**src/rtl/ram_loader_pkg.sv**
```systemverilog
// rtl/ram_loader_pkg.sv - shared types for the stream-to-RAM loader
package ram_loader_pkg;

   // Loader control states: waiting for a request, moving bytes, completion pulse
   typedef enum logic [1:0] {
      S_IDLE = 2'd0,
      S_LOAD = 2'd1,
      S_DONE = 2'd2
   } state_t;

endpackage

```
**src/rtl/ram_loader.sv**
```systemverilog
// rtl/ram_loader.sv - byte stream to RAM write-port loader (optional RAM_LOADER_CHECKSUM_EN adds checksum output)
module ram_loader
   import ram_loader_pkg::*;
#(
   parameter int KB = 16,
   localparam int AW = $clog2(KB * 1024)
) (
   input  logic          clock,
   input  logic          reset,
   input  logic          start,
   input  logic [AW-1:0] base,
   input  logic [AW:0]   len,
   input  logic          abort,
   input  logic [7:0]    sdata,
   input  logic          svalid,
   output logic          sready,
   output logic [AW-1:0] a,
   output logic [7:0]    d,
   output logic          w,
   output logic          busy,
   output logic          done
`ifdef RAM_LOADER_CHECKSUM_EN
   ,
   output logic [7:0]    checksum
`endif
);

   state_t        state;
   state_t        next_state;
   logic [AW-1:0] addr_cnt;
   logic [AW:0]   remaining;
   logic          accept;
   logic          take_start;
   logic          last_byte;

   // A request is only honoured while idle; LOAD and DONE ignore start
   assign take_start = (state == S_IDLE) && start;
   assign accept     = sready && svalid;
   assign last_byte  = (remaining == (AW + 1)'(1));
   assign busy       = (state != S_IDLE);
   assign done       = (state == S_DONE);

   // Byte acceptance is combinational so an abort blocks the byte offered alongside it
   always_comb begin
      sready = 1'b0;
      if ((state == S_LOAD) && (remaining != '0) && !abort) begin
         sready = 1'b1;
      end
   end

   // State register
   always_ff @(posedge clock or negedge reset) begin
      if (!reset) begin
         state <= S_IDLE;
      end else begin
         state <= next_state;
      end
   end

   // Next-state logic: zero-length loads go straight to the completion pulse
   always_comb begin
      next_state = state;
      case (state)
         S_IDLE: begin
            if (start) begin
               next_state = (len == '0) ? S_DONE : S_LOAD;
            end
         end
         S_LOAD: begin
            if (abort) begin
               next_state = S_IDLE;
            end else if (accept && last_byte) begin
               next_state = S_DONE;
            end
         end
         S_DONE: begin
            next_state = S_IDLE;
         end
         default: begin
            next_state = S_IDLE;
         end
      endcase
   end

   // Address and byte counters: loaded on a request, stepped on every accepted byte
   always_ff @(posedge clock or negedge reset) begin
      if (!reset) begin
         addr_cnt  <= '0;
         remaining <= '0;
      end else if (take_start) begin
         addr_cnt  <= base;
         remaining <= len;
      end else if (accept) begin
         addr_cnt  <= addr_cnt + 1'b1;
         remaining <= remaining - 1'b1;
      end
   end

   // RAM write port: one registered strobe per accepted byte, address/data held otherwise
   always_ff @(posedge clock or negedge reset) begin
      if (!reset) begin
         a <= '0;
         d <= '0;
         w <= 1'b0;
      end else begin
         w <= accept;
         if (accept) begin
            a <= addr_cnt;
            d <= sdata;
         end
      end
   end

`ifdef RAM_LOADER_CHECKSUM_EN
   // Running modulo-256 sum of accepted bytes, restarted by each honoured request
   always_ff @(posedge clock or negedge reset) begin
      if (!reset) begin
         checksum <= '0;
      end else if (take_start) begin
         checksum <= '0;
      end else if (accept) begin
         checksum <= checksum + sdata;
      end
   end
`endif

endmodule

```
**config.mk**
```make
export PLATFORM = sky130hd
export DESIGN_NAME = ram_loader
export DESIGN_NICKNAME = d
export VERILOG_FILES = /design/src/rtl/ram_loader_pkg.sv /design/src/rtl/ram_loader.sv
export SDC_FILE = /design/constraint.sdc
export NUM_CORES = 1
export LEC_CHECK = 0
export BUFFER_PORTS_ARGS = -buffer_cell sky130_fd_sc_hd__buf_2
export CAP_MARGIN = 20
export CORE_ASPECT_RATIO = 1.2
export CORE_UTILIZATION = 50
export CTS_CLUSTER_DIAMETER = 200
export DETAILED_ROUTE_END_ITERATION = 12
export HOLD_SLACK_MARGIN = 0.15
export PLACE_DENSITY_LB_ADDON = 0.08
export SLEW_MARGIN = 10
export SYNTH_ARGS = -nofsm -noshare
export SYNTH_HDL_FRONTEND = slang
export SYNTH_SLANG_ARGS = --single-unit
```
**constraint.sdc**
```tcl
create_clock -name clock -period 2.75 [get_ports clock]
set_input_delay 0.1375 -clock clock [delete_from_list [all_inputs] [get_ports clock]]
set_output_delay 0.1375 -clock clock [all_outputs]
set_load 0.1 [all_outputs]
```
# --- Yosys cells after proc, flatten, opt, wreduce, memory -nomap -nowiden ---
# Cells that the tools add are included.
# W data, S select, Z words.
op_classes:
  addsub: 2
  n_eq_ne: 5
  n_mux: 10
  reduce_logical: 12
ops:
  columns: ["op", "count"]
  rows:
  - ["$mux W15", 2]
  - ["$mux W14", 2]
  - ["$eq A15 B1 Y1 const B", 1]
  - ["$logic_not A15 Y1", 1]
  - ["$reduce_bool A15 Y1", 1]
  - ["$sub A15 B1 Y15 const B", 1]
  - ["$add A14 B1 Y14 const B", 1]
  - ["$mux W2", 4]
  - ["$logic_and A1 B1 Y1", 5]
  - ["$pmux W2 S2", 1]
  - ["$reduce_bool A2 Y1", 2]
  - ["$ne A3 B2 Y1 const B", 1]
  - ["$eq A2 B1 Y1 const B", 1]
  - ["$eq A2 B2 Y1 const B", 1]
  - ["$logic_not A2 Y1", 1]
  - ["$ne A2 B2 Y1 const B", 1]
  - ["$reduce_and A2 Y1", 1]
  - ["$logic_not A1 Y1", 1]
  - ["$mux W1", 1]
totals:
  word_cells: 35
  output_inout_bits: 26
  reg_bits: 54
  input_bits: 42

# --- Longest topological paths before layout ---
# Gate-level depths: netlist of run 1.
logic_depth:
  ltp_word: 9
  ltp_mapped: 10
  ltp_nobuf: 8

# --- Worst setup path before layout of run 1 ---
# Ideal clock, no wire load.
synth_path:
  path_kind: "register -> register"
  from: "reg remaining[0]"
  to: "reg addr_cnt[5]"
  period_less_slack_ps: 1945
  required_time_ps: 2618
  arrival_ps: 1813
  slack_ps: 805
  path_stages_with_launch: 9
  n_path_buf: 1
  setup_ps: 132
  path_cell_list: "dfrtp_1 inv_1 ha_1 nor4b_1 and4_4 buf_6 or4_4 xor2_1 o21ai_1"
synth_via:
  elab_chain_len: 6
synth_lines:
  columns: ["item", "line", "source"]
  rows:
  - ["start, declared", "ram_loader.sv:31", "logic [AW:0] remaining;"]
  - ["start signal, assigned", "ram_loader.sv:92", "remaining <= len;"]
  - ["start signal, assigned", "ram_loader.sv:95", "remaining <= remaining - 1'b1;"]
  - ["$reduce_bool A15 Y1", "ram_loader.sv:46", "if ((state == S_LOAD) && (remaining != '0) && !abort) begin"]
  - ["$logic_and A1 B1 Y1 (2 in a row)", "ram_loader.sv:46", null]
  - ["$mux W1", "ram_loader.sv:46", null]
  - ["$logic_and A1 B1 Y1", "ram_loader.sv:38", "assign accept = sready && svalid;"]
  - ["$reduce_bool A2 Y1 (no source line)", null, null]
  - ["end signal, assigned", "ram_loader.sv:91", "addr_cnt <= base;"]
  - ["end signal, assigned", "ram_loader.sv:94", "addr_cnt <= addr_cnt + 1'b1;"]
  - ["end, declared", "ram_loader.sv:30", "logic [AW-1:0] addr_cnt;"]
# No other way between the ends.
# A chain may end at the register's enable or synchronous reset.

# --- Final worst setup path of run 1 ---
layout_path:
  from: "reg remaining[0]"
  to: "reg addr_cnt[4]"
# Same word-level chain as after synthesis.

==> metrics.md, run 1 <==
| Metric | Value |
|---|---|
| N_diodes | 0 |
| Ys Warns | 0 |
| DRT Wirelength | 6803 um |
| Buf+Inv Stages, Crit Path | 2 |
| Yosys cell types | 55 |
| Power per Cell Area | ~880 mW/mm^2 |
| Min cycle time layout | 2.320 ns |
| Most used cell, CP | a311oi_1 |
| Die height | 83.15 um |
| Full die area | about 0.0058 mm^2 |
| Setup TNS Final | 0 ns |
| DP Cell Count | 420 |
| H-tree Lvls | 2 |
| Dominant synthesized flop cell | dfrtp_1 |
| Synth Area in Adders | 1.368% |
| Flop2flop setup slack | around 0.43 ns |
| Setup-failing EPs final | 0 |
| Syn_nets | 344 |
| Final Cell Area | 0.003606 mm^2 |
| I/O Buffers | 67 |
| Top cells by area, synth | dfrtp_1, nand2_1, nor2_1 |
| Multi-input logic area | ~0.0013 mm^2 |
| DRC | 0 |
| Congestion Overflow GR | 0 |
| Final Non-Filler Cells | 465 |
| CTS tree | built |
| F_max | 431.0 MHz |
| Peak VDD IR | approximately 0.00040 V |
| Crit-path max FO | 32 |
| Worst Setup Slack, final | roughly 0.43 ns |
| Run status | complete, no violations |
| XOR/XNOR Fraction of Synth Area | 3.192% |
| Delay-heaviest family, CP | simple AND/OR/NAND/NOR gates |
| CORE AREA | 0.005298 mm^2 |
| Slew Viols, Final | 0 |
| Die width | roughly 70 um |
| Drt via density | 5.402 |
| GPL Wtd Cong | 0.8287 |
| First-pass GRT wire length | 11780 um |
| TritonCTS buffer count | 5 |
| Deepest clock path buffer count | 2 |
| Worst Setup End Kind | flop |
| Final-layout fill cell count | 453 |
| Syn Area/Cell | 9.177 um^2 |
| Dominant combinational cell family by area after synthesis | simple AND/OR/NAND/NOR gates |
| Lkg Pwr | approximately 1.7 nW |
| Synth cell count leaders | nand2_1, dfrtp_1, nor2_1, o21ai_0, a21oi_1 |
| CP max stage delay | 0.45 ns |
| Worst path required time | 2.91 ns |
| Max-Cap Viols | 0 |
| Clock Sinks | 54 |
| Crit-path cells | inv_1 > ha_1 > nor4b_2 > nand4_1 > nand2_2 > inv_2 > a311oi_1 > a311oi_1 |
| Worst EP arrival | approximately 2.5 ns |
| Final net count | ~450 |
| Via count of the first global-routing pass | 2483 |
| Period utilization | 84.36% |
| Worst Clk Skew | 0.006070 ns |
| Highest-delay cell along the critical path | dfrtp_1 |
| Class of the most critical setup path | flop to flop |
| Seq/Total Area, Yosys | 49.25% |
| Top cell type by total area after synthesis | dfrtp_1 |
| Hpwl dp | ~4500 um |
| Ys async rst share | 100.0% |
| Share of cells above drive strength 1 | 23.33% |
| Post-synth EDFFs | 0 |
| CTS root buf | clkbuf_8 |
| WHS | 0.2273 ns |
| Unrepaired setup endpoints after global routing | no |
| I/O pin count | 68 |
| Tot GR Track Use | 25.18% |
| CTS clk-pin slew, worst paths | around 0.09 ns |
| Post-synth top area share | 49.25% |
| DRT antenna net count | 0 |
| Initial antenna violation count | 0 |
| Initial Util | 51.79% |
| Slew headroom | 54.96% |
| Post-CTS setup buffer count | 0 |
| Mapped Area | 0.002744 mm^2 |
| Sequential cell area | roughly 0.0014 mm^2 |
| Initial DRC Count | between 100 and 150 |
| Syn Inst Count | 299 |
| Critical path launch point type | flop |
| Largest net degree at the start of global routing | 55 |
| Area Growth Syn to Fin | 31.42% |
| Compound-Gate Fraction of Synth Area | 13.63% |
| Routed len/inst | around 15 um |
| Core Rows | 29 |
| Post-synthesis simple-gate area fraction | between 20% and 30% |
| Top-count cell post-synth | nand2_1 |
| Least-Margin Pin Slew | 0.6756 ns |
| Post-synthesis mux area share | 0.3648% |
| Dpl ws | 0.3478 ns |
| Pre-antenna DRT Iters | 4 |
| Vias | between 2000 and 3000 |
| Skew-Pair Late Insertion Delay | 0.30 ns |
| Hold WC Path Type | primary input to flop |
| Synth Register Bits | 54 |
| Fin. Hold Viols | 0 |
| Total placed instance area | 0.003119 mm^2 |
path summary, 6_finish.rpt:
check | end | cells past startpoint | start
worst max-delay path | addr_cnt[4]$_DFFE_PN0P_ | 8 | remaining[0]$_DFFE_PN0P_
worst min-delay path | state[0]$_DFFE_PN0P_ | 3 | abort
worst max register to register | addr_cnt[4]$_DFFE_PN0P_ | 8 | remaining[0]$_DFFE_PN0P_
worst min register to register | d[4]$_DFFE_PN0P_ | 2 | d[4]$_DFFE_PN0P_
max in group asynchronous | d[0]$_DFFE_PN0P_ | 3 | reset
min in group asynchronous | d[5]$_DFFE_PN0P_ | 3 | reset
layout make-up:
| cell class | instances | area share (%) |
|---|---|---|
| multi-input cells | 224 | 35.77 |
| clock buffers | 6 | 2.012 |
| clock inverters | 2 | 1.041 |
| repair buffers | 110 | 20.82 |
| well taps | 62 | 2.151 |
| flip-flops and latches | 54 | 37.47 |
| inverters | 7 | 0.7287 |
power by group:
part | switching (mW) | internal (mW) | leakage [nW]
combinational | 1.12 | 0.326 | 0.992
clock | 0.258 | 0.272 | 0.0514
sequential | 0.190 | 0.998 | 0.652
total | 1.56 | 1.60 | 1.70
what timing repair did:
action	4_1_cts	5_1_grt
hold buffers	37	0
resized for setup	0	1
endpoints found under the setup margin	0	1
hold endpoints to repair	90	0
metal layers:
| metal | up-vias | wire length, um | part of all wire [%] | track usage [%] |
|---|---|---|---|---|
| met2 | 70 | 3497 | 51 | 43.69 |
| met5 | - | 0 | 0 | 0 |
| met3 | 8 | 290 | 4.3 | 3.883 |
| met1 | 1179 | 2946 | 43 | 32.47 |
| li1 | 1255 | - | - | - |
| met4 | 0 | 69 | 1.0 | 7.455 |
flip-flops by register name, summed over array words and instances, names as in the netlist:
register and flops:
d 8, remaining 15, addr_cnt 14, state 2
w 1, a 14
worst reg2reg max path, stage by stage, from the launching register on:
cell and delay, ns:
dfrtp_1 0.45, inv_1 0.09, ha_1 0.18, nor4b_2 0.26, nand4_1 0.23, nand2_2 0.27
inv_2 0.29, a311oi_1 0.35, a311oi_1 0.08
placed cells by master, fill, tap and decap left out, types with 2 or more instances in the layout:
cell type | Yosys | routed
inv_1 | 6 | 6
dfrtp_1 | 54 | 54
o21ai_0 | 15 | 15
nand3_1 | 7 | 7
and2_1 | 4 | 4
nor4_1 | 6 | 6
nor3b_1 | 4 | 4
nand2_1 | 82 | 82
buf_4 | 0 | 6
a31oi_1 | 2 | 2
buf_2 | 6 | 67
o31ai_1 | 2 | 2
o221a_2 | 2 | 2
nand4_1 | 6 | 6
o22ai_1 | 2 | 2
a21oi_1 | 9 | 9
nor3_1 | 6 | 6
xnor2_1 | 4 | 4
a311oi_1 | 5 | 5
xor2_1 | 6 | 6
dlygate4sd3_1 | 0 | 37
ha_1 | 3 | 3
clkbuf_8 | 0 | 5
and4b_1 | 2 | 2
a221o_1 | 4 | 4
nor2_1 | 23 | 23
nand4b_1 | 2 | 2
stage by stage:
stage	power (mW)	utilization [%]
final	3.160	68.07
after global routing	3.317	68.07
after CTS	3.176	67.95
after detailed placement	2.599	58.88
after global placement	2.577	58.88
after floorplan	2.324	-
cell families (layout without fill, tap and decap cells):
group	Yosys count	count (layout)
buf+inv	21	125
compound gates	53	53
mux	1	1
fa+ha+maj	3	3
xor+xnor	10	10
flops	54	54
simple gates	157	157
Note: power is estimated with default switching activity, not from simulation.
==> run 2: changes to the inputs <==
CORE_UTILIZATION = 48   (was 50)
clock period = 2.1 ns   (was 2.75 ns; I/O delays follow)
==> run 2 against run 1 <==
- the run now ends with DRC left
- hold slack worse by 0.020 ns
- combinational power is 35% higher
- worst setup slack worse by 0.31 ns
- total power grew 28%
- sequential cell count unchanged
- clock-buffer cell count did not move
- sequential share of layout area fell by 0.95 points
- highest routed layer unchanged
- core utilization up 0.37 points
==> metrics.md, run 2 (synthesis gave the netlist of run 1 again) <==
| Metric | Value |
|---|---|
| Run status | finished with violations |
| Violated checks | DRC |
| Worst Setup End Kind | primary output |
| I/O Buffers | 67 |
| Hpwl dp | 4801 um |
| Hold Crit Start | base[7] |
| CTS clk-pin slew, worst paths | 0.09 ns |
| Slew headroom | 59.66% |
| Regs by FF count | remaining (15), a (14), addr_cnt (14) |
| Tot GR Track Use | roughly a quarter |
| TritonCTS buffer count | 5 |
| Routed len/inst | 14.32 um |
| Slew Viols, Final | 0 |
| Hold WC Path Type | primary input to flop |
| DRT antenna net count | 0 |
| Min cycle time layout | 1.981 ns |
| Die width | ~70 um |
| CP max stage delay | 0.41 ns |
| Least-Margin Pin Slew | about 0.61 ns |
| Die height | approximately 85 um |
| I/O pin count | 68 |
| Final net count | 459 |
| Share of cells above drive strength 1 | 25.85% |
| Period utilization | 94.35% |
| Power per Cell Area | 1095 mW/mm^2 |
| Max reg flops | 15 |
| Worst R2R Start | remaining[1]$_DFFE_PN0P_ |
| Worst path required time | 2.00 ns |
| Hold Path Depth | 4 |
| Full die area | 0.006024 mm^2 |
| Pre-antenna DRT Iters | 10 |
| Max-Cap Viols | 0 |
| Class of the most critical setup path | flop to primary output |
| Commonest non-fill, non-tap cell in the layout | nand2_1 |
| Crit-path max FO | 3 |
| Largest net degree at the start of global routing | 30 |
| Buf+Inv Stages, Crit Path | 3 |
| GPL Wtd Cong | 0.8461 |
| Initial Util | 50.75% |
| Initial DRC Count | around 120 |
| Deepest clock path buffer count | 2 |
| DRT Wirelength | 6817 um |
| Highest-delay cell along the critical path | dfrtp_1 |
| Worst Clk Skew | between 0.003 and 0.004 ns |
| Critical path launch point type | flop |
| Clock Sinks | 54 |
| Worst EP arrival | 1.88 ns |
| Peak VDD IR | 0.0004911 V |
| Worst Setup Slack, final | 0.1186 ns |
| R2R cell count | 7 |
| WHS | around 0.21 ns |
| Final Non-Filler Cells | 476 |
| H-tree Lvls | 2 |
| Crit-path cells | inv_2 > ha_2 > nor4b_4 > nand4_1 > buf_4 > and2_1 > buf_8 |
| Congestion Overflow GR | 0 |
| CTS tree | built |
| Fin. Hold Viols | 0 |
| F_max | 504.7 MHz |
| Reg2reg end | addr_cnt[11]$_DFFE_PN0P_ |
| Core Rows | 29 |
| CORE AREA | 0.005406 mm^2 |
| DP Cell Count | 431 |
| Via count of the first global-routing pass | 2506 |
| Drt via density | approximately 5.4 |
| DRC | 4 |
| Delay-heaviest family, CP | simple AND/OR/NAND/NOR gates |
| Commonest non-fill, non-tap cells in the layout | nand2_1, buf_2, dfrtp_1, dlygate4sd3_1, nor2_1 |
| Vias | 2568 |
| Dpl ws | around 0.056 ns |
| Area Growth Syn to Fin | 34.84% |
| Flop2flop setup slack | around 0.13 ns |
| Setup TNS Final | 0 ns |
| Initial antenna violation count | 0 |
| Hold EP | addr_cnt[7]$_DFFE_PN0P_ |
| Top reg by flops | remaining |
| N_diodes | 0 |
| CTS root buf | clkbuf_8 |
| Skew-Pair Late Insertion Delay | roughly 0.30 ns |
| Setup-failing EPs final | 0 |
| Lkg Pwr | 1.749 nW |
| First-pass GRT wire length | about 11000 um |
run 2: stage by stage:
| step | instance area, um^2 | util (%) | power (mW) |
|---|---|---|---|
| after global placement | 3214 | 59.45 | 3.416 |
| after global routing | 3700 | 68.43 | 4.274 |
| after detailed placement | 3214 | 59.45 | 3.446 |
| final | 3700 | 68.43 | 4.052 |
| after floorplan | 2744 | - | 3.043 |
| after CTS | 3674 | 67.95 | 4.061 |
run 2: worst register-to-register path, stage by stage, from the launching register on:
cell	delay (ns)
dfrtp_1	0.39
inv_2	0.06
ha_2	0.18
nor4b_4	0.13
and4_4	0.24
o21ai_2	0.36
o21ai_0	0.17
a221o_1	0.32
run 2: worst max-delay path by stage:
stage | startpoint | end | slack [ns] | cells past startpoint
CTS | remaining[1]$_DFFE_PN0P_ | sready | 0.005 | 7
global placement | remaining[1]$_DFFE_PN0P_ | addr_cnt[4]$_DFFE_PN0P_ | 0.14 | 8
detailed placement | remaining[1]$_DFFE_PN0P_ | remaining[5]$_DFFE_PN0P_ | 0.06 | 8
floorplan | remaining[0]$_DFFE_PN0P_ | addr_cnt[5]$_DFFE_PN0P_ | 0.15 | 8
finish | remaining[1]$_DFFE_PN0P_ | sready | 0.12 | 7
global route | remaining[1]$_DFFE_PN0P_ | sready | -0.007 | 7
run 2: area by class of cell:
class | count | area [um^2]
Timing Repair Buffer | 122 | 863.3
Sequential cell | 54 | 1351
Tap cell | 62 | 77.57
Clock inverter | 1 | 7.507
Fill cell | 451 | 1707
Multi-Input combinational cell | 224 | 1301
Clock buffer | 6 | 72.57
Inverter | 7 | 26.28
run 2: power by group:
part	internal (mW)	leakage (nW)	switching, mW
logic	0.471	1.06	1.47
clock network	0.229	0.0373	0.321
registers	1.31	0.652	0.252
total	2.01	1.75	2.04
run 2: timing repair:
action                                  in CTS  in global routing
hold endpoints to repair                    61                  0
endpoints found under the setup margin       1                  3
gates resized for setup                      2                  5
hold buffers                                37                  0
buffers inserted                             0                  1
pin swaps                                    0                  1
run 2: metal layers:
metal | track usage (%) | vias up | routed length, um
met1 | 29.27 | 1216 | 2978
met3 | 4.157 | 10 | 212
met2 | 42.57 | 66 | 3513
li1 | - | 1276 | -
met5 | 0 | - | 0
met4 | 8.545 | 0 | 111
